### src/rtl/input_debouncer.sv
// input_debouncer: synchronizes a raw 1-bit input and qualifies
// level changes over a run of stable samples before updating dout.
module input_debouncer #(
  parameter int STABLE_CYCLES = 4,
  parameter int CNT_W         = 3
) (
  input  logic clk,
  input  logic async_reset_n,
  input  logic din,
  input  logic enable,
  output logic dout,
  output logic rise_pulse,
  output logic fall_pulse,
  output logic busy
);

  typedef enum logic [1:0] {
    IDLE_LOW,
    CHECK_HIGH,
    IDLE_HIGH,
    CHECK_LOW
  } state_t;

  localparam logic [CNT_W-1:0] LIMIT = CNT_W'(STABLE_CYCLES);
  localparam logic [CNT_W-1:0] ONE   = CNT_W'(1);

  state_t           state, state_n;
  logic [CNT_W-1:0] cnt, cnt_n;
  logic             sync1, sync2;
  logic             dout_n, rise_n, fall_n;

  // two-flop synchronizer, runs regardless of enable
  always_ff @(posedge clk or negedge async_reset_n) begin
    if (!async_reset_n) begin
      sync1 <= 1'b0;
      sync2 <= 1'b0;
    end else begin
      sync1 <= din;
      sync2 <= sync1;
    end
  end

  // state, counter and registered outputs
  always_ff @(posedge clk or negedge async_reset_n) begin
    if (!async_reset_n) begin
      state      <= IDLE_LOW;
      cnt        <= '0;
      dout       <= 1'b0;
      rise_pulse <= 1'b0;
      fall_pulse <= 1'b0;
    end else begin
      state      <= state_n;
      cnt        <= cnt_n;
      dout       <= dout_n;
      rise_pulse <= rise_n;
      fall_pulse <= fall_n;
    end
  end

  // next-state: qualify a change over STABLE_CYCLES+1 samples
  always_comb begin
    state_n = state;
    cnt_n   = '0;
    dout_n  = dout;
    rise_n  = 1'b0;
    fall_n  = 1'b0;
    unique case (state)
      IDLE_LOW: begin
        if (enable && sync2) begin
          state_n = CHECK_HIGH;
          cnt_n   = ONE;
        end
      end
      CHECK_HIGH: begin
        if (!enable || !sync2) begin
          state_n = IDLE_LOW;
        end else if (cnt == LIMIT) begin
          state_n = IDLE_HIGH;
          dout_n  = 1'b1;
          rise_n  = 1'b1;
        end else begin
          cnt_n = cnt + ONE;
        end
      end
      IDLE_HIGH: begin
        if (enable && !sync2) begin
          state_n = CHECK_LOW;
          cnt_n   = ONE;
        end
      end
      CHECK_LOW: begin
        if (!enable || sync2) begin
          state_n = IDLE_HIGH;
        end else if (cnt == LIMIT) begin
          state_n = IDLE_LOW;
          dout_n  = 1'b0;
          fall_n  = 1'b1;
        end else begin
          cnt_n = cnt + ONE;
        end
      end
      default: begin
        state_n = IDLE_LOW;
        dout_n  = 1'b0;
      end
    endcase
  end

  assign busy = (state == CHECK_HIGH) || (state == CHECK_LOW);

endmodule

### config.mk
export PLATFORM = sky130hd
export DESIGN_NAME = input_debouncer
export DESIGN_NICKNAME = d
export VERILOG_FILES = /design/src/rtl/input_debouncer.sv
export SDC_FILE = /design/constraint.sdc
export NUM_CORES = 1
export LEC_CHECK = 0
export BUFFER_PORTS_ARGS = -buffer_cell sky130_fd_sc_hd__buf_2
export CORE_AREA = 2 2 39 41
export CTS_CLUSTER_DIAMETER = 120
export DETAILED_ROUTE_END_ITERATION = 10
export DIE_AREA = 0 0 41 43
export PLACE_DENSITY = 0.58
export SYNTH_ARGS = -nofsm -noshare
export SYNTH_HDL_FRONTEND = slang
export SYNTH_SLANG_ARGS = --single-unit
export TNS_END_PERCENT = 5
### constraint.sdc
create_clock -name clk -period 1.64 [get_ports clk]
set_clock_uncertainty 0.2 [all_clocks]
set_input_delay 0.164 -clock clk [delete_from_list [all_inputs] [get_ports clk]]
set_output_delay 0.164 -clock clk [all_outputs]
set_load 0.005 [all_outputs]
* After elaboration in Yosys (flattened, before gate mapping)
Cells that the tools add are included.
** Cells by class
- Add/subtract/negate cells :: 1
- Equal/unequal tests :: 12
- Mux-type cells :: 23
- Reduce and logical (&&, ||, !) cells :: 11
** Operator list (number)
- 2-to-1 mux 2 bit :: 6
- inequality test 2 bit, second input constant :: 6
- one-hot mux 3 bit (4 select lines) :: 1
- 2-to-1 mux 1 bit :: 11
- 2-to-1 mux 3 bit :: 3
- one-hot mux 2 bit (4 select lines) :: 1
- inequality test 3 bit, second input constant :: 2
- AND reduction 5 bit :: 1
- == test 2 bit, second input constant :: 2
- AND reduction 4 bit :: 1
- adder 3 x 1 -> 3 bit, second input constant :: 1
- == test 3 bit, second input constant :: 1
- logical OR 1 bit :: 3
- == test 2 x 1 -> 1 bit, second input constant :: 1
- logical AND 1 bit :: 2
- zero test 1 bit :: 2
- zero test 2 bit :: 1
- one-hot mux 1 bit (2 select lines) :: 1
- nonzero test 2 bit :: 1
** Word-level totals
- Register bits after elaboration :: 10
- Bits of input ports :: 4
- Output and inout bits :: 4
- Logic and storage cells :: 54

* Logic depth before layout (Yosys ltp)
Gate-level depths: netlist of run 1.
- Word-level depth :: 4
- Mapped depth :: 5
- Gate-level depth less buffers :: 5

* Worst setup path after synthesis of run 1
No wires, ideal clock.
- Path kind :: register to register
- Start :: register cnt[0]
- End :: register dout
- Setup time :: 0.126 ns
- Arrival :: 0.995 ns
- Required time :: 1.314 ns
- Setup slack :: 0.319 ns
- Cell stages (with the launch flop) :: 6
- Buffers on the path :: 0
- Period minus slack after synthesis :: 1.321 ns
- Cell sequence :: dfrtp_1 inv_1 ha_1 and4_1 a21oi_1 a21oi_1
** Between the ends
- Longest elaborated chain between the ends :: 3
- Elaborated cells between the ends (all ways) :: 4
- Those cells by class :: eq/ne: 3; reduce/logical: 1
** RTL lines
- start: declaration :: line 28 : logic [CNT_W-1:0] cnt, cnt_n;
- start signal: assignment :: line 53 : cnt <= cnt_n;
- == test 3 bit (*) :: line 77, 94
- inequality test 2 bit (no source line)
- AND reduction 5 bit (no source line) (*)
- end signal: assignment :: line 54 : dout <= dout_n;
- end: declaration :: line 11 : output logic dout,
Mark *: on every way between the ends. The rest lies on a longest branch, timed or not.
A chain may end at the register's enable or synchronous reset.

* Worst setup path in the final report of run 1
Same ends and word-level chain as after synthesis.

==> impl_metrics.tcl, run 1 <==
set metrics [dict create \
    syn_inst 38 \
    ys_seq_area_share_pct 61.2 \
    fin_ws_ps 229 \
    crit_arrival_ps 1340 \
    maxCapViolations 0 \
    p_comb_share_pct 5.6 \
    register_area_um2 250 \
    p_sw_share_pct 20.6 \
    place_ws_ps 222 \
    postSynthAreaPerCell_um2 10.8 \
    period_needed_ps 1410 \
    crit_fanout 5 \
    ant_nets 0 \
    ctsLongestPathBuffers 2 \
    cp_data_required_time_ps 1570 \
    yosysWarnings 0 \
    slowest_delay_ps 390 \
    cts_setup_buffers 0 \
    critPathCaptureType "flip-flop" \
    slew-limit-headroom_pct 85.6 \
    p_seq_share_pct 58.7 \
    drc 0 \
    p_sw_mw 0.0900 \
    ir_drop_mv 0.537 \
    vias 287 \
    clockRootBuffer "clkbuf_4" \
    antenna_cells 0 \
    fmax_ghz 0.709 \
    holdWs_ps 45.2 \
    crit_family "flip-flops" \
    status "finished clean" \
    core_area_mm2 0.00138 \
    drt_first_iter_violations 2 \
    grt_pass1_vias 294 \
    start_util_pct 29.6 \
    area.growth.synth_to_final_pct 22.9 \
    final_common_cell "dfrtp_1" \
    die_x_um 41 \
    p_clk_share_pct 35.7 \
    crit_buf_inv 1 \
    worst_pin_slew_ps 217 \
    track_usage_pct 9.84 \
    gp_congestion 0.681 \
    grt_max_degree 11 \
    finalSetupTns_ps 0 \
    start_kind "flip-flop" \
    hp-class "in -> reg" \
    cts_made_buffers 3 \
    power.leakage_nw 0.252 \
    drtPass1Iterations 2 \
    viasPerCell 4.42 \
    cp_slowest_cell "dfrtp_1" \
    multi_input_area_um2 136 \
    cts_htree_levels 1 \
    cts_sinks 10 \
    die_h_um 43 \
    final_cell_mix "dfrtp_1, buf_2, inv_1" \
    cts_tree "done" \
    worstSkewPairLatency_ps 260 \
    num_rows 14 \
    io_buffers 7 \
    clk_transition_reported_paths_ps 60 \
    min_period_over_period_pct 86.0 \
    synth_nets 44 \
    dieArea_mm2 0.00176 \
    power_density_mw_per_mm2 869 \
    rsz0062_at_grt "no" \
    n_fill_cell 146 \
    grt-ovfl-total 0 \
    grt_pass1_wl_um 1080 \
    antenna_found_initial 0 \
    synth_cell_types 15 \
    syn-cell-area_um2 409 \
    setup_viol_count_final 0 \
    drt_wl_total_um 574 \
    slew_viol_final 0 \
    drive_gt1_share_pct 22.4 \
    routedWlPerCell_um 8.83 \
    fin_nets 57 \
    r2r_slack_ps 230 \
    synth_seq_cells 10 \
    path_cells "inv_1 -> ha_1 -> nand4_1 -> o21ai_0 -> a21oi_1" \
    crit_type "reg -> reg" \
    hold_viol_final 0 \
    internal_power_mw 0.347 \
    ioPinCount 8 \
]
## cell families after synthesis
| kind of cell | Yosys count | synth area share [%] |
|---|---|---|
| buffers and inverters | 6 | 5.50 |
| XOR/XNOR | 1 | 2.14 |
| AO/OA/AOI/OAI | 6 | 7.65 |
| AND/OR/NAND/NOR | 13 | 17.4 |
| adder cells (fa/ha/maj) | 2 | 6.12 |
| flip-flops | 10 | 61.2 |
## area by class of cell
| cell class | count | share of cell area [%] |
|---|---|---|
| flip-flops and latches | 10 | 49.8 |
| multi-input cells | 22 | 27.1 |
| repair buffers | 9 | 10.9 |
| clock buffers | 3 | 4.48 |
| well taps | 16 | 3.98 |
| inverters | 5 | 3.73 |
## flip-flops by register name, summed over array words and instances, names as in the netlist
name,flops
cnt,3
fall_pulse,1
dout,1
state,2
rise_pulse,1
sync1,1
sync2,1
## worst register-to-register path, stage by stage (launching register included)
cell and delay [ps]:
dfrtp_1 390, inv_1 60, ha_1 210, nand4_1 160, o21ai_0 180, a21oi_1 90
## cells in the mapped netlist
master,count,area share [%]
a21oi_1,4,4.9
nor3_2,1,2.4
a31oi_1,1,1.5
nor3_1,1,1.2
nor2_1,3,2.8
ha_1,2,6.1
dfrtp_1,10,61
nand4_1,1,1.5
clkbuf_1,1,0.92
xor2_1,1,2.1
and4_1,1,2.1
nor3b_1,2,3.7
nand2_1,4,3.7
inv_1,5,4.6
o21ai_0,1,1.2
## path summary, 6_finish.rpt
kind,startpoint,to,cells past startpoint
setup / recovery,cnt[0],dout,5
max in group asynchronous,async_reset_n,cnt[1],2
hold / removal,enable,fall_pulse,3
setup reg to reg,cnt[0],dout,5
min in group asynchronous,async_reset_n,state[0],2
hold reg to reg,sync1,sync2,0
## what timing repair did
item	4_1_cts	5_1_grt
resized for setup	0	0
hold endpoints to repair	11	0
hold buffers	2	0
endpoints found under the setup margin	0	0
## power by group through the flow
| stage | clock network (mW) | logic [mW] | registers, mW |
|---|---|---|---|
| finish | 0.156 | 0.0243 | 0.257 |
| floorplan | 0 | 0.0107 | 0.260 |
| global route | 0.184 | 0.0289 | 0.257 |
| detailed placement | 0 | 0.0214 | 0.261 |
| CTS | 0.166 | 0.0251 | 0.257 |
| global placement | 0 | 0.0212 | 0.261 |
## routing by layer
| layer | wire length, µm | up-vias | global-route usage, % |
|---|---|---|---|
| met5 | 0 | - | 0 |
| met4 | 7 | 0 | 4.00 |
| met3 | 60 | 2 | 9.42 |
| met2 | 272 | 9 | 15.3 |
| met1 | 233 | 129 | 7.97 |
| li1 | - | 147 | - |
## through the flow
| stage | area (µm²) | power, mW | utilization (%) | std cells |
|---|---|---|---|---|
| detailed placement | 460 | 0.283 | 33.3 | 60 |
| global placement | 460 | 0.282 | 33.3 | 60 |
| global route | 503 | 0.470 | 36.3 | 65 |
| CTS | 503 | 0.448 | 36.3 | 65 |
| floorplan | 409 | 0.271 | - | 38 |
| finish | 503 | 0.437 | 36.3 | 65 |
No activity file was read; power rests on OpenSTA's default activity.
==> run 2: changes to the inputs <==
==> constraint.sdc (replaced) <==
create_clock -name clk -period 1.53 [get_ports clk]
set_clock_uncertainty 0.2 [all_clocks]
set_input_delay 0.153 -clock clk [delete_from_list [all_inputs] [get_ports clk]]
set_output_delay 0.153 -clock clk [all_outputs]
set_load 0.005 [all_outputs]
==> impl_metrics.tcl, run 2 (same netlist as run 1, synthesis figures left out) <==
set metrics [dict create \
    critPathCaptureType "flip-flop" \
    start_util_pct 29.6 \
    num_rows 14 \
    start_kind "flip-flop" \
    fin_nets 57 \
    antenna_cells 0 \
    core_area_mm2 0.00138 \
    dieArea_mm2 0.00176 \
    dp.cells 60 \
    cts_sinks 10 \
    crit_fanout 5 \
    final_common_cell "dfrtp_1" \
    drtPass1Iterations 2 \
    slowest_delay_ps 390 \
    gp_congestion 0.681 \
    rr_worst_depth 5 \
    hold_viol_final 0 \
    ioPinCount 8 \
    worstSkewPairLatency_ps 260 \
    path_cells "inv_1 -> ha_2 -> nand4_1 -> o21ai_0 -> a21oi_1" \
    n_fill_cell 146 \
    die_x_um 41 \
    power.leakage_nw 0.251 \
    drc 0 \
    min_period_over_period_pct 91.0 \
    crit_family "flip-flops" \
    cts_htree_levels 1 \
    holdWs_ps 33.9 \
    fin_cells 65 \
    crit_arrival_ps 1320 \
    area.growth.synth_to_final_pct 23.5 \
    io_buffers 7 \
    cp_data_required_time_ps 1460 \
    routedWlPerCell_um 9.09 \
    crit_buf_inv 1 \
    ant_nets 0 \
    vias 290 \
    setup_viol_count_final 0 \
    ir_drop_mv 0.576 \
    placed_area_um2 460 \
    multi_input_area_um2 139 \
    viasPerCell 4.46 \
    track_usage_pct 9.84 \
    finalSetupTns_ps 0 \
    crit_type "reg -> reg" \
    clk_transition_reported_paths_ps 60 \
    crit_cells 5 \
    die_h_um 43 \
    hp-class "in -> reg" \
    drive_gt1_share_pct 24.5 \
    worst_pin_slew_ps 217 \
    period_needed_ps 1390 \
    rsz0062_at_grt "no" \
    design_area_um2 505 \
    top_register "cnt" \
    clockRootBuffer "clkbuf_4" \
    status "finished clean" \
    cp_slowest_cell "dfrtp_1" \
    grt_max_degree 11 \
    slew-limit-headroom_pct 85.6 \
    cts_made_buffers 3 \
    reg_top3 "cnt x3, state x2" \
    maxCapViolations 0 \
    antenna_found_initial 0 \
    register_area_um2 250 \
    hold_depth 3 \
    drt_wl_total_um 591 \
    ctsLongestPathBuffers 2 \
    final_cell_mix "dfrtp_1, buf_2, inv_1" \
    cts_tree "done" \
    power_density_mw_per_mm2 928 \
    fmax_ghz 0.719 \
    grt-ovfl-total 0 \
    grt_pass1_vias 294 \
    drt_first_iter_violations 2 \
    grt_pass1_wl_um 1080 \
    largest_register_ffs 3 \
    slew_viol_final 0 \
]
## run 2: worst min-delay path: stages
cell and delay [ps]:
buf_2 110, nand4_1 120, nor3b_1 60
## run 2: final cells by class
class | count | share of cell area, %
sequential | 10 | 49.5
tap | 16 | 3.96
timing repair buffer | 9 | 10.9
multi-input combinational | 22 | 27.5
clock buffer | 3 | 4.46
inverter | 5 | 3.71
## run 2: per-stage QoR
stage / utilization (%) / total power, mW / setup WS, ps
after floorplan: - / 0.291 / 209
after global placement: 33.3 / 0.302 / 137
after detailed placement: 33.3 / 0.303 / 112
after CTS: 36.3 / 0.480 / 102
after global routing: 36.5 / 0.504 / 2.89
final: 36.5 / 0.469 / 138
## run 2: per-layer routing
layer,up-vias,part of all wire [%],track usage [%]
met2,9,49,15.3
li1,147,-,-
met5,-,0,0
met1,132,40,7.97
met3,2,10,9.42
met4,0,1.2,4.00
## run 2: repair_timing
action                                  in CTS  in global routing
hold buffers                                 2                  0
endpoints found under the setup margin       0                  1
setup buffers                                0                  0
resized for setup                            0                  1
hold endpoints to repair                    11                  0
## run 2: worst paths after layout
path	to	slack (ps)	from
max	dout	140	cnt[0]
min	fall_pulse	30	enable
max reg2reg	dout	140	cnt[0]
min reg2reg	sync2	150	sync1
max in group asynchronous	cnt[1]	870	async_reset_n
min in group asynchronous	state[0]	70	async_reset_n
## run 2: power by group
group	switching [mW]	total (mW)	internal (mW)	leakage, nW
sequential	0.00487	0.275	0.270	0.133
clock	0.0770	0.167	0.0901	0.0138
combinational	0.0147	0.0266	0.0118	0.105
==> run 3: changes to the inputs <==
--- a/config.mk
+++ b/config.mk
@@ -10,6 +10,7 @@
 export CTS_CLUSTER_DIAMETER = 120
 export DETAILED_ROUTE_END_ITERATION = 10
 export DIE_AREA = 0 0 41 43
+export MAX_ROUTING_LAYER = met4
 export PLACE_DENSITY = 0.58
 export SYNTH_ARGS = -nofsm -noshare
 export SYNTH_HDL_FRONTEND = slang
==> impl_metrics.tcl, run 3 (same netlist as run 1, synthesis figures left out) <==
set metrics [dict create \
    slowest_delay_ps 390 \
    top_register "cnt" \
    worst_pin_slew_ps 220 \
    crit_type "reg -> reg" \
    drive_gt1_share_pct 24.5 \
    reg_top3 "cnt x3, state x2" \
    viasPerCell 4.45 \
    ir_drop_mv 0.576 \
    drt_wl_total_um 600 \
    p_sw_share_pct 20.7 \
    slew-limit-headroom_pct 85.3 \
    die_x_um 41 \
    antenna_cells 0 \
    finalSetupTns_ps 0 \
    placed_area_um2 460 \
    antenna_found_initial 0 \
    path_cells "inv_1 -> ha_2 -> nand4_1 -> o21ai_0 -> a21oi_1" \
    p_total_mw 0.469 \
    crit_arrival_ps 1320 \
    grt_pass1_vias 294 \
    drt_first_iter_violations 0 \
    ioPinCount 8 \
    gp_congestion 0.688 \
    power.leakage_nw 0.251 \
    grt_pass1_wl_um 1080 \
    internal_power_mw 0.372 \
    fin_nets 57 \
    status "finished clean" \
    drtPass1Iterations 1 \
    cts_sinks 10 \
    grt-ovfl-total 0 \
    ant_nets 0 \
    start_util_pct 29.6 \
    design_area_um2 505 \
    worstSkewPairLatency_ps 260 \
    finish.utilization_pct 36.5 \
    hold_depth 3 \
    rsz0062_at_grt "no" \
    cp_slowest_cell "dfrtp_1" \
    cts_tree "done" \
    start_kind "flip-flop" \
    n_fill_cell 146 \
    cts_made_buffers 3 \
    largest_register_ffs 3 \
    drc 0 \
    maxCapViolations 0 \
    clockRootBuffer "clkbuf_4" \
    p_comb_share_pct 5.7 \
    critPathCaptureType "flip-flop" \
    register_area_um2 250 \
    setup_viol_count_final 0 \
    rr_worst_depth 5 \
    p_sw_mw 0.0970 \
    hp-class "in -> reg" \
    track_usage_pct 10.1 \
    crit_fanout 5 \
    cp_data_required_time_ps 1460 \
    ctsLongestPathBuffers 2 \
    io_buffers 7 \
    vias 289 \
    num_rows 14 \
    die_h_um 43 \
    hold_viol_final 0 \
    routedWlPerCell_um 9.23 \
    slew_viol_final 0 \
    final_common_cell "dfrtp_1" \
    multi_input_area_um2 139 \
    p_clk_share_pct 35.7 \
    area.growth.synth_to_final_pct 23.5 \
    core_area_mm2 0.00138 \
    final_cell_mix "dfrtp_1, buf_2, inv_1" \
    cts_htree_levels 1 \
    power_density_mw_per_mm2 928 \
    dieArea_mm2 0.00176 \
    clk_transition_reported_paths_ps 60 \
    grt_max_degree 11 \
    cts_setup_buffers 0 \
    fmax_ghz 0.718 \
    p_seq_share_pct 58.6 \
    min_period_over_period_pct 91.0 \
    period_needed_ps 1390 \
]
run 3: cell counts in the layout (fill, tap and decap cells not counted):
No cell type changed its count.
run 3: per-stage QoR:
step	hold WS (ps)	std cells	setup WS [ps]
4_1_cts	23.5	65	102
3_5_place_dp	-179	60	112
5_1_grt	38.9	65	2.89
6_report	33.3	65	138
2_1_floorplan	-343	38	209
3_3_place_gp	-180	60	137
run 3: worst max-delay path, delay by kind of cell, from the launching register on:
kind,cells,cell delay [ps]
flip-flops,1,390
AO/OA/AOI/OAI,2,260
adder cells (fa/ha/maj),1,200
buffers and inverters,1,70
AND/OR/NAND/NOR,1,150
run 3: cell type report:
| type | count | area share (%) |
|---|---|---|
| clock buffer | 3 | 4.46 |
| tap | 16 | 3.96 |
| inverter | 5 | 3.71 |
| multi-input combinational | 22 | 27.5 |
| sequential | 10 | 49.5 |
| timing repair buffer | 9 | 10.9 |
run 3: power groups by stage:
stage | Clock, mW | Sequential, mW | Combinational (mW)
floorplan | 0 | 0.279 | 0.0115
global route | 0.197 | 0.276 | 0.0313
finish | 0.167 | 0.275 | 0.0266
global placement | 0 | 0.280 | 0.0227
detailed placement | 0 | 0.280 | 0.0229
CTS | 0.178 | 0.275 | 0.0269
run 3: final timing paths:
path / startpoint / end / slack, ps
worst max-delay path: cnt[0] / dout / 140
worst min-delay path: enable / fall_pulse / 30
worst max register to register: cnt[0] / dout / 140
worst min register to register: sync1 / sync2 / 150
max in group asynchronous: async_reset_n / cnt[1] / 860
min in group asynchronous: async_reset_n / state[0] / 70
run 3: routing by layer:
layer / vias to the layer above / wire, µm / global-route usage (%)
met5: - / 0 / -
met4: 0 / 7 / 4.00
li1: 147 / - / -
met2: 9 / 289 / 15.3
met3: 2 / 58 / 9.42
met1: 131 / 244 / 7.97
run 3: what timing repair did:
action                     4_1_cts  5_1_grt
hold buffers                     2        0
gates resized for setup          0        1
hold endpoints to repair        11        0
setup endpoints to repair        0        1
